--- config.mk ---
export PLATFORM = sky130hd
export DESIGN_NAME = divsqrt_ctrl
export DESIGN_NICKNAME = d
export VERILOG_FILES = /design/src/rtl/divsqrt_ctrl.sv
export SDC_FILE = /design/constraint.sdc
export NUM_CORES = 1
export LEC_CHECK = 0
export ABC_CLOCK_PERIOD_IN_PS = 2200
export BUFFER_PORTS_ARGS = -buffer_cell sky130_fd_sc_hd__buf_2
export CORE_AREA = 2 2 39 41
export CTS_CLUSTER_DIAMETER = 200
export DETAILED_ROUTE_END_ITERATION = 8
export DIE_AREA = 0 0 41 43
export PLACE_DENSITY_LB_ADDON = 0.15
export SYNTH_ARGS = -nofsm -noshare
export SYNTH_HDL_FRONTEND = slang
export SYNTH_SLANG_ARGS = --single-unit
--- constraint.sdc ---
create_clock -name clk -period 2.2 [get_ports clk]
set_clock_uncertainty 0.15 [all_clocks]
set_input_delay 0.11 -clock clk [delete_from_list [all_inputs] [get_ports clk]]
set_output_delay 0.11 -clock clk [all_outputs]
set_load 0.02 [all_outputs]
--- src/rtl/divsqrt_ctrl.sv ---
// Sequencing controller for an iterative radix-2 divide / square-root datapath.
// Optional macro DIVSQRT_EARLY_TERM_EN: leave the iteration loop early when the partial remainder is zero.
module divsqrt_ctrl #(
  parameter int DIV_ITERS  = 26,
  parameter int SQRT_ITERS = 25
) (
  input  logic       clk,
  input  logic       reset,
  input  logic       start,
  input  logic [1:0] op,
  input  logic       special,
  input  logic       flush,
  input  logic       rem_zero,
  output logic       ready,
  output logic       init_load,
  output logic       iter_en,
  output logic       round_en,
  output logic       done,
  output logic [1:0] op_q,
  output logic [4:0] iter_cnt
);

  // Host handshake: start is a request qualified by ready; a start seen while
  // ready=1 with a legal op is accepted on that edge, anything else is dropped.
  typedef enum logic [2:0] {
    S_IDLE  = 3'd0,
    S_LOAD  = 3'd1,
    S_ITER  = 3'd2,
    S_ROUND = 3'd3,
    S_DONE  = 3'd4
  } state_t;

  state_t state;
  state_t state_nxt;
  logic   special_q;
  logic   accept;
  logic   early_term;

  assign accept = (state == S_IDLE) && start && !op[1];

`ifdef DIVSQRT_EARLY_TERM_EN
  assign early_term = rem_zero;
`else
  logic unused_rem_zero;
  assign unused_rem_zero = rem_zero;
  assign early_term      = 1'b0;
`endif

  always_ff @(posedge clk or negedge reset) begin
    if (!reset) begin
      state <= S_IDLE;
    end else begin
      state <= state_nxt;
    end
  end

  // op_q/special_q only change on accept, so they stay stable for the whole operation.
  always_ff @(posedge clk or negedge reset) begin
    if (!reset) begin
      op_q      <= 2'b00;
      special_q <= 1'b0;
      iter_cnt  <= 5'd0;
    end else begin
      if (accept) begin
        op_q      <= op;
        special_q <= special;
      end
      if (state == S_LOAD && !flush) begin
        iter_cnt <= (op_q == 2'b01) ? 5'(SQRT_ITERS) : 5'(DIV_ITERS);
      end else if (state == S_ITER && !flush && !early_term) begin
        iter_cnt <= iter_cnt - 5'd1;
      end
    end
  end

  always_comb begin
    state_nxt = state;
    case (state)
      S_IDLE:  if (accept) state_nxt = S_LOAD;
      S_LOAD: begin
        if (flush)          state_nxt = S_IDLE;
        else if (special_q) state_nxt = S_DONE;
        else                state_nxt = S_ITER;
      end
      S_ITER: begin
        if (flush)                                state_nxt = S_IDLE;
        else if (early_term || iter_cnt <= 5'd1)  state_nxt = S_ROUND;
      end
      S_ROUND: state_nxt = flush ? S_IDLE : S_DONE;
      S_DONE:  state_nxt = S_IDLE;
      default: state_nxt = S_IDLE;
    endcase
  end

  // Moore outputs decoded from state; the strobes are one-hot by construction.
  always_comb begin
    ready     = 1'b0;
    init_load = 1'b0;
    iter_en   = 1'b0;
    round_en  = 1'b0;
    done      = 1'b0;
    case (state)
      S_IDLE:  ready     = 1'b1;
      S_LOAD:  init_load = 1'b1;
      S_ITER:  iter_en   = 1'b1;
      S_ROUND: round_en  = 1'b1;
      S_DONE:  done      = 1'b1;
      default: ready     = 1'b0;
    endcase
  end

endmodule

==> impl_metrics.yaml, run 1 <==
outcome:
  outcome: "complete, no violations"
floorplanning:
  top_level_ports: 20
  start_util: 0.4078
  dieArea_mm2: 0.001763
  std_cell_rows: 14
  die_x_um: 41
  die_h_um: 43
  core_mm2: 0.001384
cells_and_area:
  design_area_um2: 740.7
  syn_to_final_growth_pct: 31.26
  fin_util: 0.5353
  num_antenna_cells: 0
  fin_nets: 90
  layout-drive-gt1-share: 0.3291
clocking:
  cts.path.max_buffers: 2
  cts.sink_count: 11
  cts.clk_slew.worst_paths_ns: 0.07
  post_cts_buffers: 0
  cts_inserted_buffers: 3
  cts_tree: "yes"
  clk_latency_ns: 0.27
  cts_root_buffer: "clkbuf_4"
  htreeDepth: 1
timing:
  fin_crit_sh: 0.8205
  slew_headroom: 0.5998
  tightest_slew_ns: 0.5919
  rsz0062_at_grt: "false"
  setup_viol: 0
  max_freq_ghz: 0.5540
  hold_viol: 0
  setup_tns_ns: 0
  drv_slew: 0
  setup_ws_ns: 0.3948
  fin_crit_ns: 1.805
worst_setup_path:
  cp.required_ns: 2.21
  critPathCaptureType: "flop"
  worst-setup-path-type: "primary input to flop"
  crit_arrival_ns: 1.82
  path_delay_family: "buffers and inverters"
  crit_path_max_fanout: 4
  cpMaxStageDelayCell: "dlygate4sd3_1"
  worst-path-buf-inv: 3
  max_stage_delay_ns: 0.53
  worstPathCellList: "dlygate4sd3_1 > buf_2 > nor4b_1 > inv_1 > mux2_2"
  start_kind: "primary input"
power:
  combPwrFrac: 0.365
  ir_drop_mv: 0.4503
  p_per_area_mw_per_mm2: 923.7
  p_int_mw: 0.4206
  p_seq_frac: 0.436
  switching_power_mw: 0.2636
  p_leak_nw: 0.3477
  power_mw: 0.6842
  sw_frac_of_total: 0.3853
  p_clk_frac: 0.199
synth:
  ys_ff_latch: 11
  syn_avg_cell_area_um2: 10.65
  syn_nets: 63
  synthTopCellsByArea: "dfrtp_1 (49%), mux2_2 (6.0%), mux2i_1 (5.3%), ha_1 (4.4%), inv_1 (4.0%)"
  synth_top_flop_cell: "dfrtp_1"
  syn_inst: 53
  ys_types: 22
  synth_seq_area_share: 0.4878
  synth_top_area_cell: "dfrtp_1"
  syn-cell-area_um2: 564.3
  ys_async_sr_fraction: 1.000
  yosysMostFrequentCell: "dfrtp_1"
  synth_common_cells: "dfrtp_1 (11), inv_1 (6), nor2_1 (6)"
  ys_warn_count: 0
  synth_top_area_share: 0.4878
  synth_edf_count: 0
detailed_routing:
  first_iter_violations: 2
  dr_total_vias: 480
  drc: 0
  viasPerCell: 5.053
  postRouteAntennaNets: 0
  routed_wl_mm: 1.112
  avgRoutedWirePerCell_um: 11.71
  dr.pass1.iters: 3
flow_run:
  maxCapViolations: 0
global_routing:
  track_usage: 0.1607
  antenna_found_initial: 0
  grt-ovfl-total: 0
  grt_pass1_wl_mm: 1.842
  grt_max_degree: 12
  first_global_vias: 437
place:
  dp_slack_ns: 0.3687
  dp_hpwl_um: 801.3
  port_buffers: 18
  placed_cell_area_um2: 674.4
  place_congestion: 0.6504
min_path:
  min_path_type: "primary input to async pin"
[through the flow]
step,cells,hold WS (ns)
CTS,95,0.08333
detailed placement,87,-0.1529
floorplan,53,-0.3356
global placement,87,-0.1524
finish,95,0.07823
global route,95,0.1044
[timing repair]
| action | in CTS | in global routing |
|---|---|---|
| hold buffers | 4 | 0 |
| endpoints found under the hold margin | 14 | 0 |
| resized for setup | 0 | 0 |
[cell families after synthesis]
family                     count (synthesis)  synth area share
and+or+nand+nor                           20            0.2306
DFF                                       11            0.4878
AOI/OAI and AO/OA                          7           0.06874
buffers and inverters                      6           0.03991
muxes                                      6            0.1131
adders and majority gates                  2           0.04434
xor gates and xnor gates                   1           0.01552
[layout by cell type, fill, tap and decap left out]
cell,n
dfrtp_1,11
mux2i_1,3
mux2_2,3
inv_1,6
xnor2_1,1
clkbuf_4,3
a31oi_1,1
nor2_1,6
nand3b_1,1
or3_1,1
ha_1,2
and4_1,1
o31ai_1,1
clkbuf_1,1
or4b_4,1
nor3b_1,1
buf_2,18
nor4_1,1
nand2b_1,2
nor4b_2,1
a21oi_1,1
and2_1,1
dlygate4sd3_1,4
o21ai_0,4
nor4b_1,1
nor3_1,3
[layout make-up]
cell class	instances	area [µm²]
repair buffers	22	130.1
well taps	16	20.02
fillers	133	643.1
clock buffers	4	26.28
flip-flops and latches	11	275.3
multi-input cells	36	266.5
inverters	6	22.52
[power by group through the flow]
stage / combinational [mW] / sequential (mW) / clock, mW
3_5_place_dp: 0.247 / 0.302 / 0
4_1_cts: 0.253 / 0.299 / 0.143
2_1_floorplan: 0.122 / 0.342 / 0
5_1_grt: 0.275 / 0.307 / 0.158
3_3_place_gp: 0.239 / 0.302 / 0
6_report: 0.250 / 0.298 / 0.136
[sequential cells by signal (all words and copies together) (netlist names)]
signal,count
special_q,1
iter_cnt,5
op_q,2
state,3
[layer usage]
metal / routed length (µm) / part of all wire / vias to the layer above / global-route usage
met4: 23 / 0.021 / 0 / 0.1000
met2: 479 / 0.43 / 17 / 0.2094
li1: - / - / 241 / -
met1: 540 / 0.49 / 219 / 0.2226
met5: 0 / 0 / - / 0
met3: 70 / 0.063 / 3 / 0.05236
[worst paths after layout]
kind,from,end,slack (ns),depth (start not counted)
max reg2reg,state[2],iter_cnt[1],0.40,3
max,flush,iter_cnt[1],0.39,5
min,reset,iter_cnt[2],0.08,2
min in group clk,op[1],state[0],0.10,3
min reg2reg,special_q,state[1],0.35,1
max in group asynchronous,reset,op_q[1],1.60,2
No activity file was read; power rests on OpenSTA's default activity.
==> run 2, diff against run 1 <==
- ABC_CLOCK_PERIOD_IN_PS: 2200 -> 1650
- CORE_AREA: 2 2 39 41 -> not set
- CORE_UTILIZATION: not set -> 41
- DIE_AREA: 0 0 41 43 -> not set
- clock period: 2.2 -> 1.65 ns (I/O delays scaled with it)
==> impl_metrics.yaml, run 2 (synthesis results as in run 1) <==
outcome:
  outcome: "complete, no violations"
place:
  dp_hpwl_um: 819.3
  place_congestion: 0.6384
  port_buffers: 18
  placed_cell_area_um2: 730.7
cells_and_area:
  final_common_cell: "buf_2"
  design_area_um2: 825.8
  fin_nets: 98
  num_antenna_cells: 0
  layout-drive-gt1-share: 0.4253
  largestRegisters: "iter_cnt: 5 flops, state: 3 flops, op_q: 2 flops"
  syn_to_final_growth_pct: 46.34
  layout_common_cells: "buf_2 (18), dfrtp_1 (11), buf_4 (8)"
  regMostFlops: "iter_cnt"
  largest_reg_flops: 5
clocking:
  clk_latency_ns: 0.27
  htreeDepth: 1
  cts.clk_slew.worst_paths_ns: 0.07
  cts.sink_count: 11
  cts.path.max_buffers: 2
  cts_tree: "yes"
  cts_inserted_buffers: 3
  cts_root_buffer: "clkbuf_4"
detailed_routing:
  dr.pass1.iters: 4
  avgRoutedWirePerCell_um: 11.32
  first_iter_violations: 9
  postRouteAntennaNets: 0
  dr_total_vias: 499
  drc: 0
  viasPerCell: 4.892
  routed_wl_mm: 1.155
floorplanning:
  top_level_ports: 20
  start_util: 0.4391
  dieArea_mm2: 0.001529
  core_mm2: 0.001285
  std_cell_rows: 13
  die_x_um: 39.10
  die_h_um: 39.10
timing:
  rsz0062_at_grt: "true"
  tightest_slew_ns: 0.2731
  drv_slew: 0
  setup_tns_ns: 0
  max_freq_ghz: 0.6115
  hold_viol: 0
  slew_headroom: 0.8179
  setup_viol: 0
  whs_ns: 0.05181
  fin_crit_ns: 1.635
  fin_crit_sh: 0.9911
global_routing:
  grt_max_degree: 12
  grt_pass1_wl_mm: 1.897
  grt-ovfl-total: 0
  antenna_found_initial: 0
  first_global_vias: 450
  track_usage: 0.1867
worst_setup_path:
  endpoint: "iter_cnt[2]"
  cpMaxStageDelayCell: "or4b_4"
  crit_arrival_ns: 1.68
  max_stage_delay_ns: 0.56
  ff2ff_setup_slack_ns: 0.01
  cp.required_ns: 1.70
  worst-setup-path-type: "flop to flop"
  r2r_cells: 3
  crit_start: "state[0]"
  r2r-end: "iter_cnt[2]"
  start_kind: "flop"
  critPathCaptureType: "flop"
  crit_path_max_fanout: 4
  r2r-start: "state[0]"
  worstPathCellList: "or4b_4 > or3_1 > a21oi_1"
power:
  ir_drop_mv: 0.6674
  p_leak_nw: 0.3919
  p_per_area_mw_per_mm2: 1149
min_path:
  min_path_type: "primary input to flop"
flow_run:
  maxCapViolations: 0
==> run 2: what timing repair did <==
action                                 4_1_cts  5_1_grt
setup buffers                                1        0
setup endpoints to repair                    2        5
resized for setup                            1        2
pin swaps                                    1        1
endpoints found under the hold margin       14        0
hold buffers                                 4        0
==> run 2: critical path, delay by kind of cell, from the launching register on <==
family / cells / cell delay, ns
AND/OR/NAND/NOR: 2 / 0.88
flip-flops: 1 / 0.40
AO/OA/AOI/OAI: 1 / 0.13
==> run 2: area by class of cell <==
cell class,instances,area [µm²]
Timing Repair Buffer,30,190.2
Sequential cell,11,275.3
Multi-Input combinational cell,36,292.8
Fill cell,114,459.2
Tap cell,15,18.77
Inverter,6,22.52
Clock buffer,4,26.28
==> run 2: per-layer routing <==
layer	global-route usage	vias to the layer above	routed length [µm]
met5	0	-	0
met4	0.05172	0	8
met3	0.05202	2	30
met2	0.2792	11	543
met1	0.2609	230	572
li1	-	256	-
==> run 2: per-stage QoR <==
| stage | instances | power [mW] | setup WS, ns | util |
|---|---|---|---|---|
| final | 102 | 0.9486 | 0.01461 | 0.6426 |
| after global routing | 102 | 1.028 | -0.03747 | 0.6426 |
| after CTS | 102 | 0.9427 | 0.003389 | 0.6310 |
| after detailed placement | 93 | 0.7465 | -0.01098 | 0.5686 |
| after global placement | 93 | 0.7379 | 0.01610 | 0.5686 |
| after floorplan | 53 | 0.6211 | 0.007096 | - |
==> run 2: worst min-delay path by stage <==
stage,start,end,cells past startpoint
after detailed placement,reset,iter_cnt[4],1
after floorplan,reset,iter_cnt[0],0
after global routing,start,state[0],3
after CTS,reset,iter_cnt[4],2
after global placement,reset,iter_cnt[2],1
final,start,state[0],3
==> run 2: where the power goes <==
group          internal [mW]  switching (mW)
clock network         0.0935          0.0886
registers              0.331          0.0718
logic                  0.155           0.209
total                  0.579           0.369
